[config.mk]
export PLATFORM = sky130hd
export DESIGN_NAME = adc_lane_aligner
export DESIGN_NICKNAME = d
export VERILOG_FILES = /design/src/rtl/adc_lane_aligner.sv
export SDC_FILE = /design/constraint.sdc
export NUM_CORES = 1
export LEC_CHECK = 0
export CORE_UTILIZATION = 48
export CTS_CLUSTER_SIZE = 40
export DETAILED_ROUTE_END_ITERATION = 10
export PLACE_DENSITY = 0.78
export SYNTH_ARGS = -nofsm -noshare
export SYNTH_HDL_FRONTEND = slang
export SYNTH_SLANG_ARGS = --single-unit
[constraint.sdc]
create_clock -name sys_clk -period 2.2 [get_ports sys_clk]
set_input_delay 0.66 -clock sys_clk [delete_from_list [all_inputs] [get_ports sys_clk]]
set_output_delay 0.66 -clock sys_clk [all_outputs]
set_load 0.02 [all_outputs]
[src/rtl/adc_lane_aligner.sv]
// Multi-lane LVDS ADC deserializer that aligns the word boundary on a frame-lane pattern.
// It bit-slips until the frame lane matches, confirms lock, and then emits aligned words with loss-of-lock recovery.
module adc_lane_aligner #(
  parameter int               LANES         = 4,
  parameter int               WIDTH         = 14,
  parameter logic [WIDTH-1:0] FRAME_PATTERN = 14'h3F80,
  parameter int               LOCK_COUNT    = 4,
  parameter int               MISS_LIMIT    = 3
) (
  input  logic                   sys_clk,
  input  logic                   user_reset,
  input  logic [LANES-1:0]       lane_in,
  input  logic                   frame_in,
  input  logic                   relock,
  output logic [LANES*WIDTH-1:0] data_out,
  output logic                   data_valid,
  output logic                   locked,
  output logic                   frame_err,
  output logic [7:0]             slip_count
);

  localparam int               CNT_W    = $clog2(WIDTH);
  localparam logic [CNT_W-1:0] LAST_BIT = CNT_W'(WIDTH - 1);
  localparam logic [3:0]       LOCK_N   = 4'(LOCK_COUNT);
  localparam logic [3:0]       MISS_N   = 4'(MISS_LIMIT);

  typedef enum logic [1:0] {
    S_SEARCH,
    S_CHECK,
    S_LOCKED
  } state_e;

  state_e                       state_q, state_d;
  logic [LANES-1:0][WIDTH-1:0]  sr_q, sr_d;
  logic [WIDTH-1:0]             frame_sr_q, frame_sr_d;
  logic [CNT_W-1:0]             bit_cnt_q, bit_cnt_d;
  logic                         blank_q, blank_d;
  logic [3:0]                   match_cnt_q, match_cnt_d;
  logic [3:0]                   miss_cnt_q, miss_cnt_d;
  logic [LANES*WIDTH-1:0]       data_out_q, data_out_d;
  logic                         data_valid_q, data_valid_d;
  logic                         frame_err_q, frame_err_d;
  logic [7:0]                   slip_count_q, slip_count_d;

  logic boundary;
  logic frame_match;
  logic slip;
  logic capture;
  logic miss;

  // The next shift-register contents are also the candidate words at a boundary.
  always_comb begin
    for (int i = 0; i < LANES; i++) begin
      sr_d[i] = {sr_q[i][WIDTH-2:0], lane_in[i]};
    end
    frame_sr_d = {frame_sr_q[WIDTH-2:0], frame_in};
  end

  // The hold cycle after a slip also sits at LAST_BIT, so blank masks it.
  assign boundary    = (bit_cnt_q == LAST_BIT) && !blank_q;
  assign frame_match = (frame_sr_d == FRAME_PATTERN);

  always_comb begin
    state_d     = state_q;
    match_cnt_d = match_cnt_q;
    miss_cnt_d  = miss_cnt_q;
    slip        = 1'b0;
    capture     = 1'b0;
    miss        = 1'b0;
    if (relock) begin
      state_d     = S_SEARCH;
      match_cnt_d = 4'd0;
      miss_cnt_d  = 4'd0;
    end else if (boundary) begin
      case (state_q)
        S_SEARCH: begin
          if (frame_match) begin
            match_cnt_d = 4'd1;
            if (LOCK_N <= 4'd1) begin
              state_d    = S_LOCKED;
              miss_cnt_d = 4'd0;
            end else begin
              state_d = S_CHECK;
            end
          end else begin
            slip = 1'b1;
          end
        end
        S_CHECK: begin
          if (frame_match) begin
            match_cnt_d = match_cnt_q + 4'd1;
            if (match_cnt_q + 4'd1 >= LOCK_N) begin
              state_d    = S_LOCKED;
              miss_cnt_d = 4'd0;
            end
          end else begin
            state_d     = S_SEARCH;
            match_cnt_d = 4'd0;
            slip        = 1'b1;
          end
        end
        S_LOCKED: begin
          if (frame_match) begin
            capture    = 1'b1;
            miss_cnt_d = 4'd0;
          end else begin
            miss       = 1'b1;
            miss_cnt_d = miss_cnt_q + 4'd1;
            // Loss of lock restarts the search from the current boundary without slipping.
            if (miss_cnt_q + 4'd1 >= MISS_N) begin
              state_d     = S_SEARCH;
              match_cnt_d = 4'd0;
              miss_cnt_d  = 4'd0;
            end
          end
        end
        default: begin
          state_d = S_SEARCH;
        end
      endcase
    end
  end

  always_comb begin
    bit_cnt_d = bit_cnt_q;
    if (!slip) begin
      bit_cnt_d = (bit_cnt_q == LAST_BIT) ? '0 : bit_cnt_q + CNT_W'(1);
    end
    blank_d      = slip;
    slip_count_d = slip ? slip_count_q + 8'd1 : slip_count_q;
    data_out_d   = capture ? sr_d : data_out_q;
    data_valid_d = capture;
    frame_err_d  = miss;
  end

  always_ff @(posedge sys_clk or negedge user_reset) begin
    if (!user_reset) begin
      state_q      <= S_SEARCH;
      sr_q         <= '0;
      frame_sr_q   <= '0;
      bit_cnt_q    <= '0;
      blank_q      <= 1'b0;
      match_cnt_q  <= 4'd0;
      miss_cnt_q   <= 4'd0;
      data_out_q   <= '0;
      data_valid_q <= 1'b0;
      frame_err_q  <= 1'b0;
      slip_count_q <= 8'd0;
    end else begin
      state_q      <= state_d;
      sr_q         <= sr_d;
      frame_sr_q   <= frame_sr_d;
      bit_cnt_q    <= bit_cnt_d;
      blank_q      <= blank_d;
      match_cnt_q  <= match_cnt_d;
      miss_cnt_q   <= miss_cnt_d;
      data_out_q   <= data_out_d;
      data_valid_q <= data_valid_d;
      frame_err_q  <= frame_err_d;
      slip_count_q <= slip_count_d;
    end
  end

  assign data_out   = data_out_q;
  assign data_valid = data_valid_q;
  assign locked     = (state_q == S_LOCKED);
  assign frame_err  = frame_err_q;
  assign slip_count = slip_count_q;

endmodule

==> results of run 1 <==
state kept, by name, summed over array words and instances, names as in the netlist:
register and cells:
data_out 56, sr_d 52, frame_sr_q 13, slip_count 8
bit_cnt_q 4, match_cnt_q 4, miss_cnt_q 4, state_q 2
blank_q 1, data_valid 1, frame_err 1
per-stage QoR:
step | utilization, % | cell area, µm² | instances | setup WS (ps)
6_report | 69.0 | 7120 | 580 | -128
3_3_place_gp | 60.9 | 6290 | 539 | -718
2_1_floorplan | - | 5230 | 313 | -382
3_5_place_dp | 60.9 | 6290 | 539 | -766
5_1_grt | 69.0 | 7120 | 580 | -162
4_1_cts | 66.8 | 6890 | 575 | -99.1
layer usage:
layer | global-route usage (%) | share of wire, %
met2 | 29.4 | 51
met5 | 0 | 0
met3 | 6.31 | 4.7
met4 | 8.05 | 0.92
met1 | 25.2 | 44
how the worst min path moves through the flow:
stage | cells after the start | slack, ps | endpoint | startpoint
after global routing | 1 | 80 | sr_d[23] | user_reset
after floorplan | 0 | 350 | frame_sr_q[4] | frame_sr_q[3]
final | 1 | 60 | sr_d[22] | user_reset
after CTS | 1 | 50 | sr_d[23] | user_reset
after detailed placement | 0 | 360 | sr_d[4] | sr_d[3]
after global placement | 0 | 350 | sr_d[5] | sr_d[4]
where the power goes:
group	switching (µW)	internal, µW
sequential	94.2	2810
clock	1100	1600
combinational	252	198
total	1450	4610
cells by family (layout without fill, tap and decap cells):
family	count (synthesis)	in the layout	share of synthesized area (%)
flops	146	146	71.4
xor+xnor	9	9	1.54
mux	63	63	13.9
buf+inv	16	147	1.91
compound gates	18	18	2.91
simple gates	53	53	6.38
fa+ha+maj	8	8	1.96
cell type report:
| cell class | count | area, µm² |
|---|---|---|
| flip-flops and latches | 146 | 3650 |
| clock buffers | 17 | 414 |
| multi-input cells | 151 | 1560 |
| repair buffers | 107 | 1150 |
| inverters | 8 | 30.0 |
| well taps | 136 | 170 |
| clock inverters | 15 | 141 |
| fillers | 689 | 3200 |
timing repair:
action,CTS,global route
resized for setup,20,41
cloned,1,2
pin swaps,4,1
setup endpoints to repair,83,86
buffers inserted,3,3
cells in the mapped netlist (all sizes together) (3+ instances only):
cell	n
nand2	8
nor3	6
nand4	4
mux2i	3
nor2	7
and3	3
dfrtp	146
buf	6
inv	8
mux2	60
and2	3
ha	8
xnor2	7
worst max-delay path, delay by kind of cell:
| kind | cells | cell delay [ps] |
|---|---|---|
| multiplexers | 1 | 340 |
| AND/OR/NAND/NOR | 2 | 790 |
| buffers and inverters | 2 | 420 |
| AO/OA/AOI/OAI | 2 | 530 |
==> impl_metrics.csv, run 1 <==
group,metric,value,unit
status,status,"complete, but fails checks",
status,violations,"negative setup slack",
worst_setup_path,slowest_delay,540,ps
routing,dr.pass1.iters,5,
placed_design,io_buffers,74,
worst_setup_path,cp-endpoint,"match_cnt_q[3]",
placed_design,finalWeightedCongestion,0.858,
routing,drt_iter0_drc,106,
logic_synthesis,netlist_top_cells_area,"dfrtp_1 71%, mux2_2 6.6%, mux2_1 6.4%, ha_1 2.0%, xnor2_1 1.2%",
routing,drc_errors,0,
logic_synthesis,avgSynthCellArea,16.3,µm²
clock_network,cts_buffers,17,
flow_run,drv_cap,0,
finish,layout_commonest_cell,"dfrtp_1",
worst_setup_path,r2r_setup_slack,-110,ps
grt,grt.total_usage,19.2,%
grt,grt_max_degree,48,
logic_synthesis,synth_top_area_share,71.4,%
routing,antenna_left,0,
routing,avgViaCountPerCell,5.10,
floorplanning,io_pins,75,
routing,wl_per_cell,17.2,µm
logic_synthesis,synth.yosys.warnings,0,
floorplanning,die_h,105,µm
logic_synthesis,ys.flop_type,"dfrtp_1",
finish,n_antenna_cell,0,
worst_setup_path,endpoint_kind,"flop",
timing,finalHoldViolations,0,
floorplanning,die_w,105,µm
worst_setup_path,cp-startpoint,"frame_in",
logic_synthesis,synth-seq-cells,146,
logic_synthesis,yosys.area.top_type,"dfrtp_1",
placed_design,dp_hpwl,6110,µm
timing,setup_ws,-128,ps
timing,tns,-3670,ps
worst_setup_path,crit_path_max_fanout,5,
worst_setup_path,worstReg2RegStart,"frame_sr_q[2]",
clock_network,insertion_delay,520,ps
timing,fmax,430,MHz
timing,setup_viol,56,
timing,maxSlewViolCount,0,
logic_synthesis,syn_area,5110,µm²
clock_network,h-tree-depth,4,
worst_setup_path,criticalPathCategory,"input pin to flop",
worst_setup_path,r2r-end,"match_cnt_q[3]",
worst_setup_path,cp.required,2600,ps
finish,syn_to_final_growth,39.3,%
logic_synthesis,seq_area_frac_synth,71.4,%
timing,rsz0062_at_grt,"yes",
power,p_total,6060,µW
timing,tightest_slew,728,ps
logic_synthesis,synth_edf_count,0,
grt,grt_pass1_vias,3175,
clock_network,cts_buffer_depth,2,
floorplanning,core_area,10300,µm²
worst_setup_path,reg2reg_depth,6,
finish,nets,447,
timing,fin_crit_sh,106,%
worst_setup_path,startpoint_type,"input pin",
logic_synthesis,async_flop_share,100,%
power,leakagePower,0.00369,µW
clock_network,cts-root-buf,"clkbuf_8",
routing,wl,10000,µm
timing,relSlewSlack,51.3,%
floorplanning,start_util,49.5,%
worst_setup_path,slowest_stage,"or4_4",
logic_synthesis,syn_inst,313,
worst_hold_path,hp-class,"input pin to async pin",
power,cellPowerDensity,851,nW/µm²
clock_network,cts_tree,"yes",
routing,vias,2957,
grt,antenna_found_initial,0,
grt,grt.overflow.total,0,
timing,min_period,2330,ps
clock_network,ctsHoldBuffers,0,
power,peakVddDrop,0.546,mV
timing,hold_slack,64.3,ps
floorplanning,rows,37,
finish,mostFrequentLayoutCells,"146 x dfrtp_1, 40 x clkdlybuf4s50_1, 31 x mux2_4",
logic_synthesis,synthesis.nets,329,
worst_setup_path,crit_chain,"dlygate4sd2_1 > or4_4 > nor4b_4 > buf_4 > mux2_4 > o2111a_1 > a221o_1",
finish,drive_gt1_share,30.0,%
clock_network,path_clk_slew,60,ps
grt,grt_pass1_wl,16100,µm
clock_network,cts.sinks,146,
timing,fin_skew,7.15,ps
floorplanning,die_area,11100,µm²
logic_synthesis,synthDistinctLibCells,46,
worst_setup_path,worst-endpoint-arrival,2730,ps
Power figures use the tool's default switching activity.
==> run 2, diff against run 1 <==
- PLACE_DENSITY: 0.78 -> unset
- PLACE_DENSITY_LB_ADDON: unset -> 0.15
==> run 2 against run 1 <==
Net effect: the flow still finishes with violations (negative setup slack); combinational power is 11% lower; maximum frequency increased by 1.3%; sequential cell count did not move; count of clock-buffer cells in the layout increased by 4; via count stayed put; total power is 0.32% higher; final area is 3.0% higher; critical path depth is 1 higher; global-route usage grew 1.5 points; critical path type is now flop to flop.
==> impl_metrics.csv, run 2 (synthesis gave the netlist of run 1 again) <==
group,metric,value,unit
status,status,"complete, but fails checks",
status,violations,"negative setup slack",
grt,antenna_found_initial,0,
timing,maxSlewViolCount,0,
timing,fin_skew,10.6,ps
finish,drive_gt1_share,30.7,%
clock_network,path_clk_slew,60,ps
worst_setup_path,endpoint_kind,"flop",
routing,dr.pass1.iters,5,
finish,mostFrequentLayoutCells,"146 x dfrtp_1, 58 x mux2_4, 42 x clkdlybuf4s50_1",
routing,drc_errors,0,
grt,grt_pass1_vias,3185,
clock_network,cts.sinks,146,
floorplanning,die_w,105,µm
power,cellPowerDensity,829,nW/µm²
timing,min_period,2300,ps
grt,grt.total_usage,20.6,%
grt,grt_pass1_wl,17000,µm
clock_network,h-tree-depth,4,
worst_setup_path,worst-endpoint-arrival,2700,ps
flow_run,drv_cap,0,
floorplanning,die_area,11100,µm²
clock_network,cts_tree,"yes",
clock_network,cts_buffer_depth,2,
timing,rsz0062_at_grt,"yes",
timing,relSlewSlack,56.8,%
finish,largest_register_ffs,56,
clock_network,cts_buffers,17,
floorplanning,rows,37,
worst_setup_path,criticalPathCategory,"flop to flop",
floorplanning,core_area,10300,µm²
floorplanning,die_h,105,µm
worst_setup_path,startpoint_type,"flop",
clock_network,cts-root-buf,"clkbuf_8",
finish,nets,446,
placed_design,finalWeightedCongestion,0.765,
timing,setup_viol,41,
timing,fin_crit_sh,104,%
worst_hold_path,hp-class,"input pin to async pin",
floorplanning,io_pins,75,
finish,final_util,71.1,%
clock_network,insertion_delay,520,ps
routing,vias,2957,
timing,setup_ws,-97.4,ps
power,leakagePower,0.00373,µW
grt,grt_max_degree,60,
routing,avgViaCountPerCell,5.11,
worst_setup_path,cp.required,2610,ps
finish,syn_to_final_growth,43.4,%
routing,wl_met2,5160,µm
timing,tightest_slew,644,ps
timing,finalHoldViolations,0,
routing,routed.top_layer,"met4",
routing,wl_met1,4460,µm
power,peakVddDrop,0.500,mV
routing,wl_per_cell,17.6,µm
routing,drt_iter0_drc,137,
floorplanning,start_util,49.5,%
placed_design,io_buffers,74,
timing,tns,-3240,ps
finish,n_antenna_cell,0,
routing,wl,10200,µm
routing,wl_met3,383,µm
worst_setup_path,crit_path_max_fanout,6,
grt,grt.overflow.total,0,
finish,layout_commonest_cell,"dfrtp_1",
placed_design,dp_hpwl,5820,µm
routing,antenna_left,0,
timing,fmax,435,MHz
## run 2: changes by cell type in the layout (fill, tap and decap cells not counted), sizes merged, moves of 2 or more
| cell | delta |
|---|---|
| clkdlybuf4s50 | +2 |
| clkinv | -5 |
| clkinvlp | +2 |
| clkbuf | +2 |
| dlygate4sd2 | -4 |
## run 2: power by group
| part | internal, µW | switching, µW | total (µW) |
|---|---|---|---|
| Clock | 1680 | 1090 | 2770 |
| Combinational | 174 | 228 | 402 |
| Sequential | 2820 | 101 | 2920 |
| Total | 4670 | 1420 | 6080 |
## run 2: worst paths after layout
check                               from  depth (start not counted)              to  slack [ps]
max                        frame_sr_q[2]                          8    data_out[53]        -100
min                           user_reset                          1        sr_d[39]         100
max reg2reg                frame_sr_q[2]                          8    data_out[53]        -100
min reg2reg                      sr_d[1]                          0         sr_d[2]         370
max in group asynchronous     user_reset                          2  frame_sr_q[12]        1460
min in group sys_clk            frame_in                          1   frame_sr_q[0]         370
## run 2: area by class of cell
class	count	area (µm²)
tap	136	170
inverter	8	30.0
clock inverter	11	130
clock buffer	21	449
sequential	146	3650
timing repair buffer	106	1250
fill	635	2990
multi-input combinational	151	1650
## run 2: per-layer routing
metal | track usage, % | up-vias
li1 | - | 1343
met1 | 27.1 | 1534
met2 | 32.9 | 65
met3 | 4.76 | 15
met4 | 9.36 | 0
met5 | 0 | -
## run 2: critical path, stage by stage, from the launching register on
cell     delay, ps
dfrtp_1        380
or4_4          530
nor4b_4        240
and2b_1        180
and2b_4        180
buf_8          130
buf_12         120
buf_16         130
mux2_4         300
## run 2: per-stage QoR
step	total power, µW	area (µm²)	setup WS [ps]	std cells	hold WS [ps]
after global routing	6340	7340	-186	579	135
after global placement	3350	6270	-703	535	353
after CTS	6130	7260	-112	580	106
after floorplan	3140	5230	-382	313	345
final	6080	7340	-97.4	579	100
after detailed placement	3370	6270	-742	535	357
## run 2: what timing repair did
action / 4_1_cts / 5_1_grt
gates cloned: 6 / 0
buffers inserted: 9 / 2
pin swaps: 4 / 3
resized for setup: 66 / 30
setup endpoints to repair: 74 / 87
hold buffers: 0 / 0
==> run 3, diff against run 2 <==
- SETUP_SLACK_MARGIN: unset -> 0.2
==> run 3 against run 2 <==
Net effect: the flow still finishes with violations (negative setup slack); critical path depth is 1 lower; clock power decreased by 12%; maximum frequency decreased by 0.14%; sequential share of layout area rose by 1.8 points; register-to-register slack about the same; routed wire length down 5.4%; non-clock buffer count grew 2; core utilization shrank 2.5 points; global-route usage shrank 1.4 points.
==> impl_metrics.csv, run 3 (synthesis gave the netlist of run 1 again) <==
group,metric,value,unit
status,status,"complete, but fails checks",
status,violations,"negative setup slack",
routing,wl,9620,µm
power,cellPowerDensity,820,nW/µm²
timing,tightest_slew,596,ps
finish,layout_commonest_cell,"dfrtp_1",
placed_design,io_buffers,74,
worst_setup_path,crit_path_max_fanout,7,
worst_setup_path,cp.required,2600,ps
worst_setup_path,endpoint_kind,"flop",
timing,hold_slack,119,ps
floorplanning,start_util,49.5,%
clock_network,insertion_delay,520,ps
routing,drt_iter0_drc,76,
timing,finalHoldViolations,0,
worst_hold_path,hp-class,"input pin to async pin",
finish,n_antenna_cell,0,
finish,nets,448,
finish,final_cell_count_no_fill,580,
routing,vias,2933,
floorplanning,rows,37,
floorplanning,die_h,105,µm
placed_design,dp_hpwl,5760,µm
flow_run,drv_cap,0,
timing,min_period,2300,ps
grt,grt.total_usage,19.3,%
worst_setup_path,worst-endpoint-arrival,2710,ps
clock_network,cts_buffer_depth,2,
clock_network,path_clk_slew,60,ps
clock_network,cts_buffers,17,
placed_design,dp_slack,-780,ps
routing,wl_per_cell,16.6,µm
timing,fmax,435,MHz
routing,dr.pass1.iters,4,
finish,syn_to_final_growth,38.4,%
worst_setup_path,criticalPathCategory,"flop to flop",
power,leakagePower,0.00363,µW
grt,grt_pass1_wl,16000,µm
power,p_total,5810,µW
grt,grt_pass1_vias,3146,
routing,avgViaCountPerCell,5.06,
finish,mostFrequentLayoutCells,"144 x dfrtp_1, 62 x dlygate4sd2_1, 37 x mux2_4",
clock_network,h-tree-depth,4,
grt,antenna_found_initial,0,
timing,rsz0062_at_grt,"yes",
grt,grt.overflow.total,0,
timing,fin_skew,7.46,ps
grt,grt_max_degree,59,
floorplanning,io_pins,75,
timing,setup_viol,61,
finish,drive_gt1_share,33.6,%
routing,antenna_left,0,
routing,drc_errors,0,
finish,largest_register_ffs,56,
timing,fin_crit_sh,105,%
power,peakVddDrop,0.784,mV
floorplanning,die_area,11100,µm²
clock_network,cts-root-buf,"clkbuf_8",
worst_setup_path,startpoint_type,"flop",
timing,relSlewSlack,60.1,%
placed_design,placed_cells,534,
timing,maxSlewViolCount,0,
floorplanning,core_area,10300,µm²
floorplanning,die_w,105,µm
timing,setup_ws,-101,ps
clock_network,cts.sinks,146,
clock_network,cts_tree,"yes",
placed_design,finalWeightedCongestion,0.830,
-- run 3: changes by cell type in the layout (fill, tap and decap cells not counted), moves of 3 or more --
cell             delta
dlygate4sd2_1      +53
clkdlybuf4s50_1    -37
mux2_4             -21
dlymetal6s2s_1     -20
mux2_2             +17
buf_6               +7
buf_12              -5
clkinv_2            +5
mux2_1              +4
xnor2_1             -3
xnor2_2             +3
-- run 3: final cells by class --
cell class | instances | area [µm²]
timing repair buffer | 108 | 1080
inverter | 8 | 30.0
tap | 136 | 170
fill | 714 | 3240
multi-input combinational | 151 | 1640
clock buffer | 21 | 439
clock inverter | 10 | 62.6
sequential | 146 | 3660
-- run 3: worst max-delay path, cell delays in order (launching register included) --
cell	delay (ps)
dfrtp_1	370
or4_4	540
nor4b_4	260
and2b_1	190
and2b_4	250
buf_12	140
buf_16	130
mux2_4	300
-- run 3: worst paths after layout --
| check | from | endpoint | slack [ps] | cells past startpoint |
|---|---|---|---|---|
| max | frame_sr_q[2] | data_out[16] | -100 | 7 |
| min | user_reset | data_out[38] | 120 | 1 |
| max reg2reg | frame_sr_q[2] | data_out[16] | -100 | 7 |
| min reg2reg | sr_d[4] | sr_d[5] | 360 | 0 |
| max in group asynchronous | user_reset | bit_cnt_q[0] | 1440 | 2 |
| min in group sys_clk | sr_d[4] | sr_d[5] | 360 | 0 |
-- run 3: per-stage QoR --
step | area (µm²) | utilization (%) | setup TNS, ps
after global routing | 7080 | 68.6 | -9010
after CTS | 6960 | 67.4 | -1920
final | 7080 | 68.6 | -3430
after global placement | 6250 | 60.6 | -47550
after floorplan | 5230 | - | -19400
after detailed placement | 6250 | 60.6 | -49850
-- run 3: repair_timing --
item,CTS,global route
buffers inserted,8,4
endpoints found under the setup margin,142,80
resized for setup,104,32
hold buffers,0,0
cloned,3,0
pin swaps,7,11
-- run 3: report_power, final --
part           internal [µW]  switching [µW]  total, µW
logic                    189             228        418
registers               2820             119       2940
clock network           1400            1050       2450
-- run 3: routing by layer --
layer	wire (µm)	up-vias	track usage [%]
met5	0	-	0
met4	141	0	8.85
met3	352	11	6.18
met2	4890	62	31.0
met1	4230	1515	23.9
li1	-	1345	-
